--- config.mk ---
export PLATFORM = sky130hd
export DESIGN_NAME = instr_sequencer
export DESIGN_NICKNAME = d
export VERILOG_FILES = /design/src/rtl/instr_sequencer.sv
export SDC_FILE = /design/constraint.sdc
export NUM_CORES = 1
export LEC_CHECK = 0
export ABC_AREA = 1
export BUFFER_PORTS_ARGS = -buffer_cell sky130_fd_sc_hd__buf_2
export CORE_UTILIZATION = 36
export CTS_CLUSTER_DIAMETER = 200
export CTS_CLUSTER_SIZE = 28
export DETAILED_ROUTE_END_ITERATION = 10
export GPL_ROUTABILITY_DRIVEN = 0
export PLACE_DENSITY_LB_ADDON = 0.08
export SYNTH_ARGS = -nofsm -noshare
export SYNTH_HDL_FRONTEND = slang
export SYNTH_SLANG_ARGS = --single-unit
--- constraint.sdc ---
create_clock -name clk -period 1.48 [get_ports clk]
set_input_delay 0 -clock clk [delete_from_list [all_inputs] [get_ports clk]]
set_output_delay 0 -clock clk [all_outputs]
set_load 0.05 [all_outputs]
--- src/rtl/instr_sequencer.sv ---
// instr_sequencer: multi-cycle instruction sequencer (fetch / decode / exec / mem / writeback).
// Latency: a non-memory instruction takes 4 cycles FETCH..WB. A memory instruction takes 5 cycles.
//          Each cycle spent waiting on imem_ready or dmem_ready adds one cycle.
// Backpressure: holds in FETCH until imem_ready and in MEM until dmem_ready; run is sampled only in IDLE and WB.
//
// Ports:
//   clk, rst            - clock, asynchronous active-high reset
//   run                 - start / continue execution (sampled in IDLE and WB)
//   imem_req/addr/rdata/ready - instruction fetch handshake (addr = pc)
//   opcode              - instruction-register opcode field to the control unit
//   reg_write_in, mem_read_in, mem_write_in, alu_op_in - decode results from the control unit
//   alu_en, alu_op      - ALU strobe and latched ALU select
//   dmem_req/we/ready   - data-memory handshake
//   rf_we               - register-file write strobe
//   state, busy, instr_count - status: FSM encoding, activity flag, retired-instruction counter
module instr_sequencer #(
  parameter int PC_W    = 8,
  parameter int INSTR_W = 16
) (
  input  logic               clk,
  input  logic               rst,
  input  logic               run,
  output logic               imem_req,
  output logic [PC_W-1:0]    imem_addr,
  input  logic [INSTR_W-1:0] imem_rdata,
  input  logic               imem_ready,
  output logic [3:0]         opcode,
  input  logic               reg_write_in,
  input  logic               mem_read_in,
  input  logic               mem_write_in,
  input  logic [1:0]         alu_op_in,
  output logic               alu_en,
  output logic [1:0]         alu_op,
  output logic               dmem_req,
  output logic               dmem_we,
  input  logic               dmem_ready,
  output logic               rf_we,
  output logic [2:0]         state,
  output logic               busy,
  output logic [15:0]        instr_count
);

  typedef enum logic [2:0] {
    S_IDLE   = 3'd0,
    S_FETCH  = 3'd1,
    S_DECODE = 3'd2,
    S_EXEC   = 3'd3,
    S_MEM    = 3'd4,
    S_WB     = 3'd5,
    S_HALT   = 3'd6,
    S_BAD    = 3'd7
  } state_e;

  state_e             state_q, state_d;
  logic [PC_W-1:0]    pc_q, pc_d;
  logic [INSTR_W-1:0] ir_q, ir_d;
  logic               reg_write_q, reg_write_d;
  logic               mem_read_q, mem_read_d;
  logic               mem_write_q, mem_write_d;
  logic [1:0]         alu_op_q, alu_op_d;
  logic [15:0]        instr_count_q, instr_count_d;

  logic [3:0]         ir_opcode;

  assign ir_opcode = ir_q[INSTR_W-1 -: 4];

  // State and datapath registers
  always_ff @(posedge clk or posedge rst) begin
    if (rst) begin
      state_q       <= S_IDLE;
      pc_q          <= '0;
      ir_q          <= '0;
      reg_write_q   <= 1'b0;
      mem_read_q    <= 1'b0;
      mem_write_q   <= 1'b0;
      alu_op_q      <= 2'b00;
      instr_count_q <= 16'd0;
    end else begin
      state_q       <= state_d;
      pc_q          <= pc_d;
      ir_q          <= ir_d;
      reg_write_q   <= reg_write_d;
      mem_read_q    <= mem_read_d;
      mem_write_q   <= mem_write_d;
      alu_op_q      <= alu_op_d;
      instr_count_q <= instr_count_d;
    end
  end

  // Next-state and register-update logic
  always_comb begin
    state_d       = state_q;
    pc_d          = pc_q;
    ir_d          = ir_q;
    reg_write_d   = reg_write_q;
    mem_read_d    = mem_read_q;
    mem_write_d   = mem_write_q;
    alu_op_d      = alu_op_q;
    instr_count_d = instr_count_q;

    case (state_q)
      S_IDLE: begin
        if (run) state_d = S_FETCH;
      end

      S_FETCH: begin
        if (imem_ready) begin
          ir_d    = imem_rdata;
          pc_d    = pc_q + PC_W'(1);
          state_d = S_DECODE;
        end
      end

      S_DECODE: begin
        // The control unit decodes the opcode driven from ir this cycle.
        reg_write_d = reg_write_in;
        mem_read_d  = mem_read_in;
        mem_write_d = mem_write_in;
        alu_op_d    = alu_op_in;
        state_d     = S_EXEC;
      end

      S_EXEC: begin
        if (ir_opcode == 4'b0000)          state_d = S_HALT;
        else if (mem_read_q || mem_write_q) state_d = S_MEM;
        else                                state_d = S_WB;
      end

      S_MEM: begin
        if (dmem_ready) state_d = S_WB;
      end

      S_WB: begin
        instr_count_d = instr_count_q + 16'd1;
        state_d       = run ? S_FETCH : S_IDLE;
      end

      S_HALT: begin
        state_d = S_HALT;
      end

      // Encoding 7 is unreachable; recover to IDLE if ever entered.
      default: begin
        state_d = S_IDLE;
      end
    endcase
  end

  // Outputs decode only from registered state, so no input reaches an output combinationally.
  assign imem_req    = (state_q == S_FETCH);
  assign imem_addr   = pc_q;
  assign opcode      = ir_opcode;
  assign alu_en      = (state_q == S_EXEC);
  assign alu_op      = alu_op_q;
  assign dmem_req    = (state_q == S_MEM);
  // Read and write both set resolves to a write.
  assign dmem_we     = (state_q == S_MEM) && mem_write_q;
  assign rf_we       = (state_q == S_WB) && reg_write_q;
  assign state       = state_q;
  assign busy        = (state_q != S_IDLE) && (state_q != S_HALT);
  assign instr_count = instr_count_q;

endmodule

# [Word-level counts from Yosys, hierarchy flattened]
# Cells that the tools add are included.
[classes] add_sub_neg=2 n_mul=0 div=0 order_cmp=0 n_eq_ne=10 n_shift=0 n_mux=7 bitwise=0 reduce_logical=9
[op_table] cell="case mux 3 bit (7 select lines)" count=1
[op_table] cell="adder 16 x 1 -> 16 bit, second input constant" count=1
[op_table] cell="== test 3 bit, second input constant" count=3
[op_table] cell="two-way mux 3 bit" count=3
[op_table] cell="adder 8 x 1 -> 8 bit, second input constant" count=1
[op_table] cell="== test 3 x 2 -> 1 bit, second input constant" count=2
[op_table] cell="logical NOT 4 bit" count=1
[op_table] cell="inequality test 2 x 1 -> 1 bit, second input constant" count=2
[op_table] cell="== test 3 x 1 -> 1 bit, second input constant" count=1
[op_table] cell="logical AND 1 bit" count=3
[op_table] cell="logical NOT 3 bit" count=1
[op_table] cell="inequality test 3 bit, second input constant" count=1
[op_table] cell="AND reduction 3 bit" count=1
[op_table] cell="nonzero test 3 bit" count=1
[op_table] cell="two-way mux 1 bit" count=2
[op_table] cell="two-way mux 2 bit" count=1
[op_table] cell="inequality test 2 bit, second input constant" count=1
[op_table] cell="AND reduction 2 bit" count=1
[op_table] cell="logical OR 1 bit" count=1
[word_totals] ff_bits=48 latch_bits=0 ramBits=0 mem_bits_ro=0 inputBits=26 output_inout_bits=39 wordCells=36 n_memories=0

# [Longest topological paths before layout]
# Gate-level depths: netlist (run 1).
[logic_depth] word_depth=4 depth_mapped=8 ltp_nobuf=8

# [Worst setup path after synthesis (run 1)]
# OpenSTA, ideal clock, no wires.
[synth_timing] kind="register -> register" start="reg state_q[1] (netlist: state[1])" end="reg state_q[1] (netlist: state[1])" setup_time_ns=0.120 t_arrival_ns=1.905 required_time_ns=1.360 setup_slack_ns=-0.544 stages_incl_launch_ff=9 path_buffers=0 synth_period_minus_slack_ns=2.024 path_cell_list="dfrtp_1 -> inv_2 -> nand2_1 -> nor2_1 -> nand2_1 -> nand2_1 -> nor2_1 -> nand2_1 -> nand2_1"
[synth_via] elab_chain_cells=3 word_cells_on_any_way=12 classes_between="9 x eq/ne; 1 x mux; 2 x reduce/logical"
[synth_lines] item="start, declared" line_no="54" text="state_e state_q, state_d;"
[synth_lines] item="start signal, assigned" line_no="79" text="state_q <= state_d;"
[synth_lines] item="== test 3 bit (*)"
[synth_lines] item="named net dmem_req" line_no="34" text="output logic dmem_req,"
[synth_lines] item="inequality test 2 x 1 -> 1 bit (no line)"
[synth_lines] item="AND reduction 3 bit (no line)"
# The timed path passes the listed nets; every way through them passes the cells marked *.
# A chain may end at the register's enable or synchronous reset.

# [Worst setup path in the final report (run 1)]
[layout_timing] start="reg state_q[1] (netlist: state[1])" end="reg mem_read_q"
[layout_via] elab_chain_cells=1
[layout_lines] item="== test 3 x 2 -> 1 bit" line_no="101" text="case (state_q)"
[layout_lines] item="end signal, assigned" line_no="83" text="mem_read_q <= mem_read_d;"
[layout_lines] item="end, declared" line_no="58" text="logic mem_read_q, mem_read_d;"
# No other way between the ends.

==> out/metrics.cfg, run 1 <==
[run_status]
status=complete, no violations

[global_routing]
grt_overflow_total=0
track_usage_pct=15.2
grt_antenna_before_repair=0
grtUsageMet3_pct=4.12
grt_pass1_wl_um=6260
grt_util_met1_pct=20.1
grt_start_max_net_pins=37
met2_usage_pct=23.3
grt_pass1_vias=1416
busiest_layer=met2

[floorplan]
die-area_um2=5440
initial_utilization_pct=38.2
rows=25
ios=65
die_h_um=73.7
core_area_um2=4850
dieWidth_um=73.7

[yosys]
synth_cell_types=24
netlist_area_um2=1850
syn_area_per_cell_um2=8.38
synth_fp_nets=249
synth-seq-cells=36
syn_inst=221
ys_seq_area_share_pct=48.6
yosysWarnings=0

[critical_path]
r2r_slack_ps=90
timing.rr.start=state[1]
worst-path-max-fanout=7
cp-startpoint=state[1]
critPathBufInv=1
cp.arrival_ps=1560
timing.reg2reg.worst_path_depth=3
critPathLaunchType=register
critPathCaptureType=register
r2r-end=mem_read_q
slowest_delay_ps=520
cp_top_family=flip-flops
slowest_stage=dfrtp_4
crit_chain=buf_12 -> nand3_1 -> mux2_2
critPathKind=reg2reg
crit_required_ps=1650

[clock_network]
numCtsBuffers=5
cts_buffer_depth=2
root_buffer=clkbuf_8
cts_num_sinks=36
htreeDepth=2
clk_latency_ps=280
cts_tree=yes
clk_pin_slew_worst_paths_ps=70

[flow_run]
drv_cap=0

[placed_design]
dpl.hpwl_um=2830
port_buffers=52
dpl_cell_area_um2=2280
dp_cells=344

[layout]
drive_gt1_share_pct=35.0
final_util_pct=53.2
num-fill-cells=469
area_growth_pct=39.1
layout.cells.non_filler=370
fin_area_um2=2580
nets=330
antennaDiodeCount=0

[sta]
fin_crit_sh_pct=94.2
max_freq_ghz=0.717
finalSetupViolations=0
finalHoldViolations=0
grt_setup_unrepaired=true
fin_worst_skew_ps=7.01
tns_ps=0
worstMarginPinSlew_ps=464
slew-limit-headroom_pct=69.1
timing.final.crit_period_ps=1390
drv_slew=0

[detailed_routing]
drc=0
num_vias=1621
postRouteWirelength_um=3820
drt_first_iter_violations=52
drt-vias-per-instance=4.38
first_pass_iters=4
wl_per_cell_um=10.3
ant_nets=0

[min_path]
holdPathStages=7
hp-class=in2reg
holdPathEnd=state[0]
min_from=dmem_ready

[power_and_ir_drop]
ir_worst_vdd_v=0.00133
p_int_mw=2.50
switchingPower_mw=2.55
comb_power_share_pct=54.4
clkPwrFrac_pct=14.0
swShare_pct=50.6
finalPower_mw=5.05
leakage_nw=1.37
p_per_area_nw_per_um2=1960
seq_power_share_pct=31.6

## metrics by stage
step	setup slack, ps	hold slack (ps)
global placement	102	129
finish	85.4	113
detailed placement	83.6	142
global route	-11.6	147
floorplan	8.16	121
CTS	13.8	109
## worst reg2reg max path: stages, from the launching register on
cell     delay [ps]
dfrtp_4         520
buf_12          150
nand3_1         230
mux2_2          380
## kinds of logic (layout without fill, tap and decap cells)
family,Yosys count,after routing,synth area share (%)
buffers and inverters,35,117,7.29
adders and majority gates,2,2,1.35
DFF,36,36,48.6
and+or+nand+nor,118,118,30.6
xor gates and xnor gates,15,15,7.09
muxes,3,3,1.82
AOI/OAI and AO/OA,12,12,3.24
## cells in the mapped netlist, drive strengths merged
cell / number / area, um2
buf: 1 / 7.51
nand4: 10 / 62.6
o21ai: 9 / 45.0
dfrtp: 36 / 901
a21oi: 3 / 15.0
inv: 34 / 128
xnor2: 10 / 87.6
nand3: 13 / 70.1
nand3b: 1 / 7.51
xor2: 5 / 43.8
or3: 1 / 6.26
nor2: 25 / 135
nor3: 3 / 26.3
mux2: 3 / 33.8
ha: 2 / 25.0
nand2: 65 / 259
## cell type report
type / count / area, um2 / share of cell area, %
inverter: 34 / 135 / 5.24
tap: 67 / 83.8 / 3.25
timing repair buffer: 75 / 488 / 18.9
sequential: 36 / 916 / 35.5
multi-input combinational: 150 / 862 / 33.4
clock buffer: 6 / 82.6 / 3.20
clock inverter: 2 / 10.0 / 0.388
## state kept, by name (all words and copies together), names as in the netlist
name	flops
ir_q	4
state	3
instr_count	16
alu_op	2
imem_addr	8
mem_write_q	1
mem_read_q	1
reg_write_q	1
## power by group through the flow
stage                     clock network, mW  logic [mW]  registers [mW]
after floorplan                           0        1.07            2.49
after global placement                    0        2.48            1.63
after detailed placement                  0        2.49            1.63
after CTS                             0.745        2.60            1.61
after global routing                  0.784        2.95            1.65
final                                 0.709        2.75            1.59
## cells in the final DEF (no fill, tap or decap), types with 2 or more instances in the layout
master | netlist | final
nor2_4 | 3 | 5
nand3_1 | 12 | 11
nand2_4 | 1 | 2
nand4_1 | 10 | 10
nor2_2 | 1 | 3
a21oi_1 | 3 | 3
o21ai_0 | 9 | 9
nand2_2 | 3 | 3
dfrtp_2 | 0 | 9
nor2_1 | 20 | 16
buf_2 | 0 | 49
inv_2 | 3 | 2
ha_1 | 2 | 2
xnor2_1 | 10 | 10
clkinv_2 | 0 | 2
nand2_1 | 61 | 60
inv_1 | 31 | 31
xor2_1 | 5 | 5
dlygate4sd3_1 | 0 | 11
dfrtp_1 | 36 | 26
buf_4 | 1 | 12
mux2_2 | 3 | 3
buf_6 | 0 | 2
clkbuf_8 | 0 | 6
## metal layers
layer	wire (um)	vias up
met4	63	0
met1	1850	727
met3	145	6
met5	0	-
met2	1760	36
li1	-	852
## how the worst max path moves through the flow
stage,end,slack (ps),depth (start not counted)
6_report,mem_read_q,90,3
5_1_grt,imem_addr[5],-10,8
4_1_cts,rf_we,10,5
3_5_place_dp,imem_addr[5],80,8
3_3_place_gp,imem_addr[5],100,8
2_1_floorplan,state[1],8,8
## repair_timing
action / CTS / global route
hold buffers: 11 / 0
buffers inserted: 1 / 6
endpoints found under the setup margin: 1 / 4
pin swaps: 0 / 1
hold endpoints to repair: 46 / 0
gates resized for setup: 4 / 7
(Power assumes the default switching activity.)
==> inputs of run 2 (changes only) <==
--- a/config.mk
+++ b/config.mk
@@ -13,6 +13,7 @@
 export DETAILED_ROUTE_END_ITERATION = 10
 export GPL_ROUTABILITY_DRIVEN = 0
 export PLACE_DENSITY_LB_ADDON = 0.08
+export RECOVER_POWER = 25
 export SYNTH_ARGS = -nofsm -noshare
 export SYNTH_HDL_FRONTEND = slang
 export SYNTH_SLANG_ARGS = --single-unit
==> out/metrics.cfg, run 2 (synthesized netlist as in run 1, its figures left out) <==
[clock_network]
root_buffer=clkbuf_8
clk_pin_slew_worst_paths_ps=70  ; about the same
htreeDepth=2  ; unchanged
cts_tree=yes
clk_latency_ps=280  ; about the same
cts_num_sinks=36  ; unchanged
cts_buffer_depth=2  ; unchanged
numCtsBuffers=5  ; unchanged

[sta]
drv_slew=0  ; unchanged
timing.final.crit_period_ps=1390  ; +0.00940 ps
setup_ws_ps=85.4  ; -0.00940 ps
grt_setup_unrepaired=true
fin_crit_sh_pct=94.2  ; about the same
slew-limit-headroom_pct=39.5  ; -30 points
worstMarginPinSlew_ps=907  ; +443 ps
fin_worst_skew_ps=7.02  ; +0.00647 ps
max_freq_ghz=0.717  ; about the same
finalHoldViolations=0  ; unchanged
holdWs_ps=113  ; -0.00900 ps
finalSetupViolations=0  ; unchanged
tns_ps=0  ; unchanged

[placed_design]
place_ws_ps=83.6  ; unchanged
port_buffers=52  ; unchanged
dpl.hpwl_um=2830  ; unchanged
dp_cells=344  ; unchanged

[global_routing]
grt_start_max_net_pins=37  ; unchanged
grt_pass1_wl_um=6260  ; unchanged
grt_pass1_vias=1416  ; unchanged
grt_overflow_total=0  ; unchanged
track_usage_pct=15.2  ; unchanged
grt_antenna_before_repair=0  ; unchanged

[layout]
mostFrequentLayoutCells=nand2_1 (60), buf_2 (49), inv_1 (31)
largest_register_ffs=16  ; unchanged
mostFrequentLayoutCell=nand2_1
drive_gt1_share_pct=35.0  ; unchanged
area_growth_pct=39.0  ; about the same
num-fill-cells=469  ; unchanged
nets=330  ; unchanged
layout.cells.non_filler=370  ; unchanged
register_area_um2=916  ; unchanged
multi_input_area_um2=862  ; unchanged
antennaDiodeCount=0  ; unchanged

[floorplan]
dieWidth_um=73.7  ; unchanged
rows=25  ; unchanged
ios=65  ; unchanged
core_area_um2=4850  ; unchanged
die_h_um=73.7  ; unchanged
die-area_um2=5440  ; unchanged
initial_utilization_pct=38.2  ; unchanged

[flow_run]
drv_cap=0  ; unchanged

[detailed_routing]
ant_nets=0  ; unchanged
wl_per_cell_um=10.3  ; unchanged
drc=0  ; unchanged
drt-vias-per-instance=4.38  ; unchanged
postRouteWirelength_um=3820  ; unchanged
first_pass_iters=4  ; unchanged
num_vias=1621  ; unchanged
drt_first_iter_violations=52  ; unchanged

[critical_path]
r2r_slack_ps=90  ; about the same
r2r-end=mem_read_q
critPathCaptureType=register
critPathLaunchType=register
cp.arrival_ps=1560  ; about the same
critPathKind=reg2reg
timing.rr.start=state[1]
worst-path-max-fanout=7  ; unchanged
crit_required_ps=1650  ; about the same
timing.reg2reg.worst_path_depth=3  ; unchanged

[power_and_ir_drop]
finalPower_mw=5.05  ; about the same
leakage_nw=1.37  ; about the same
ir_worst_vdd_v=0.00133  ; unchanged
p_per_area_nw_per_um2=1960  ; about the same

[min_path]
holdPathStages=7  ; unchanged
hp-class=in2reg
holdPathEnd=state[0]
min_from=dmem_ready

[run_status]
status=complete, no violations

-- run 2: cell types whose count changed in the layout (fill, tap and decap cells not counted) --
cell and delta:
clkbuf_2 +1, buf_4 -1
-- run 2: worst max path at each step --
stage                         to      from  cells past startpoint  slack [ps]
floorplan               state[1]  state[1]                      8           8
global placement    imem_addr[5]  state[1]                      8         100
detailed placement  imem_addr[5]  state[1]                      8          80
CTS                        rf_we  state[1]                      5          10
global route        imem_addr[5]  state[1]                      8         -10
finish                mem_read_q  state[1]                      3          90
-- run 2: area by class of cell --
class	instances	share of cell area (%)
Sequential cell	36	35.6
Timing Repair Buffer	75	18.9
Tap cell	67	3.26
Clock buffer	6	3.21
Clock inverter	2	0.389
Multi-Input combinational cell	150	33.5
Inverter	34	5.25
-- run 2: metal layers --
metal | track usage, % | wire length, um | vias up | part of all wire, %
met5 | 0 | 0 | - | 0
met4 | 6.41 | 63 | 0 | 1.7
met3 | 4.12 | 145 | 6 | 3.8
met2 | 23.3 | 1760 | 36 | 46
met1 | 20.1 | 1850 | 727 | 48
li1 | - | - | 852 | -
-- run 2: per-stage QoR --
step	area [um2]	util (%)
2_1_floorplan	1900	-
3_3_place_gp	2280	47.0
3_5_place_dp	2280	47.0
4_1_cts	2510	51.8
5_1_grt	2570	53.1
6_report	2570	53.1
-- run 2: critical path, stage by stage (launching register included) --
cell and delay, ps:
dfrtp_4 520, buf_12 150, nand3_1 230, mux2_2 380
-- run 2: what timing repair did --
item                                    4_1_cts  5_1_grt
endpoints found under the setup margin        1        4
pin swaps                                     0        1
resized for setup                             4        7
setup buffers                                 1        6
hold buffers                                 11        0
hold endpoints to repair                     46        0
-- run 2: power breakdown --
| part | switching, mW | internal (mW) |
|---|---|---|
| Combinational | 1.93 | 0.814 |
| Sequential | 0.284 | 1.31 |
| Clock | 0.338 | 0.371 |
==> inputs of run 3 (changes only) <==
--- a/config.mk
+++ b/config.mk
@@ -7,11 +7,11 @@
 export LEC_CHECK = 0
 export ABC_AREA = 1
 export BUFFER_PORTS_ARGS = -buffer_cell sky130_fd_sc_hd__buf_2
-export CORE_UTILIZATION = 36
+export CORE_UTILIZATION = 51
+export CTS_BUF_LIST = sky130_fd_sc_hd__clkbuf_8
 export CTS_CLUSTER_DIAMETER = 200
 export CTS_CLUSTER_SIZE = 28
 export DETAILED_ROUTE_END_ITERATION = 10
-export GPL_ROUTABILITY_DRIVEN = 0
 export PLACE_DENSITY_LB_ADDON = 0.08
 export RECOVER_POWER = 25
 export SYNTH_ARGS = -nofsm -noshare
==> out/metrics.cfg, run 3 (synthesized netlist as in run 1, its figures left out) <==
[power_and_ir_drop]
leakage_nw=1.37  ; -0.30%
p_per_area_nw_per_um2=2000  ; +2.2%
ir_worst_vdd_v=0.00172  ; +30%

[critical_path]
r2r-end=alu_op[0]
timing.reg2reg.worst_path_depth=3  ; unchanged
r2r_slack_ps=90  ; about the same
worst-path-max-fanout=3  ; -4
crit_required_ps=1480  ; -170 ps
critPathLaunchType=register
cp.arrival_ps=1420  ; -140 ps
critPathKind=reg2out
timing.rr.start=state[1]
critPathCaptureType=primary output

[detailed_routing]
num_vias=1705  ; +5.2%
ant_nets=0  ; unchanged
wl_per_cell_um=12.1  ; +18%
drt-vias-per-instance=4.89  ; +12%
first_pass_iters=4  ; unchanged
drc=0  ; unchanged
drt_first_iter_violations=84  ; +62%
postRouteWirelength_um=4230  ; +11%

[clock_network]
root_buffer=clkbuf_8
clk_pin_slew_worst_paths_ps=70  ; about the same
cts_tree=yes
clk_latency_ps=290  ; about the same
cts_buffer_depth=2  ; unchanged
htreeDepth=2  ; unchanged
cts_num_sinks=36  ; unchanged
numCtsBuffers=5  ; unchanged

[global_routing]
grt_start_max_net_pins=23  ; -38%
track_usage_pct=22.5  ; +7.3 points
grt_pass1_wl_um=6770  ; +8.1%
grt_overflow_total=0  ; unchanged
grt_antenna_before_repair=0  ; unchanged
grt_pass1_vias=1598  ; +13%

[min_path]
holdPathEnd=state[0]
hp-class=in2reg
holdPathStages=7  ; unchanged
min_from=dmem_ready

[layout]
register_area_um2=916  ; unchanged
mostFrequentLayoutCells=nand2_1 (60), buf_2 (50), inv_1 (33)
largest_register_ffs=16  ; unchanged
drive_gt1_share_pct=34.0  ; -0.99 points
antennaDiodeCount=0  ; unchanged
num-fill-cells=262  ; -44%
nets=330  ; unchanged
mostFrequentLayoutCell=nand2_1
area_growth_pct=36.6
multi_input_area_um2=870  ; +0.87%

[sta]
holdWs_ps=116  ; +2.80 ps
drv_slew=0  ; unchanged
slew-limit-headroom_pct=49.6  ; +10 points
finalHoldViolations=0  ; unchanged
fin_worst_skew_ps=9.33  ; +2.31 ps
finalSetupViolations=0  ; unchanged
timing.final.crit_period_ps=1420  ; +22.3 ps
worstMarginPinSlew_ps=756  ; -151 ps
setup_ws_ps=63.0  ; -22.3 ps
fin_crit_sh_pct=95.7  ; +1.5 points
max_freq_ghz=0.706  ; -1.6%

[placed_design]
port_buffers=52  ; unchanged
place_ws_ps=81.7  ; -1.97 ps
dpl.hpwl_um=2770  ; -1.9%
gp_congestion=0.802

[floorplan]
ios=65  ; unchanged
core_area_um2=3420  ; -30%
rows=21  ; -16%
initial_utilization_pct=54.2  ; +16 points
dieWidth_um=62.3  ; -16%
die_h_um=62.3  ; -16%
die-area_um2=3880  ; -29%

[flow_run]
drv_cap=0  ; unchanged

[run_status]
status=complete, no violations

[run 3: area by class of cell]
cell class                 instances  area share, %
multi-input combinational        150           34.4
clock buffer                       6           3.26
sequential                        36           36.2
clock inverter                     2          0.297
tap                               46           2.27
timing repair buffer              75           18.3
inverter                          34           5.34
[run 3: per-layer routing]
layer | up-vias | track usage, % | wire length (um)
met5 | - | 0 | 0
met4 | 0 | 7.85 | 60
met3 | 6 | 5.70 | 183
met2 | 51 | 38.0 | 2170
met1 | 797 | 27.8 | 1820
li1 | 851 | - | -
[run 3: timing repair]
item | CTS | global route
hold endpoints to repair | 46 | 0
setup endpoints to repair | 1 | 3
setup buffers | 2 | 1
cloned | 0 | 0
pin swaps | 0 | 1
gates resized for setup | 3 | 5
hold buffers | 11 | 0
[run 3: worst max path at each step]
stage / end / from / cells past startpoint / slack [ps]
2_1_floorplan: state[1] / state[1] / 8 / 8
3_3_place_gp: imem_addr[5] / state[1] / 8 / 110
3_5_place_dp: instr_count[10] / state[1] / 5 / 80
4_1_cts: rf_we / state[1] / 5 / 30
5_1_grt: rf_we / state[1] / 5 / -10
6_report: busy / state[1] / 5 / 60
[run 3: stage by stage]
step	power, mW	std cells	setup TNS [ps]	instance area (um2)	util (%)
after floorplan	3.55	221	0	1900	-
after global placement	4.14	327	0	2280	66.8
after detailed placement	4.16	327	0	2280	66.8
after CTS	4.95	348	0	2510	73.4
after global routing	5.36	349	-9.96	2530	74.1
final	5.07	349	0	2530	74.1
[run 3: critical path, cell delays in order, from the launching register on]
cell and delay, ps:
dfrtp_4 520, buf_4 150, nand2_1 80, nor2_1 60, nor2_2 90, clkbuf_4 220
[run 3: report_power, final]
| group | switching, mW | internal [mW] |
|---|---|---|
| clock network | 0.348 | 0.366 |
| logic | 1.98 | 0.758 |
| registers | 0.308 | 1.31 |
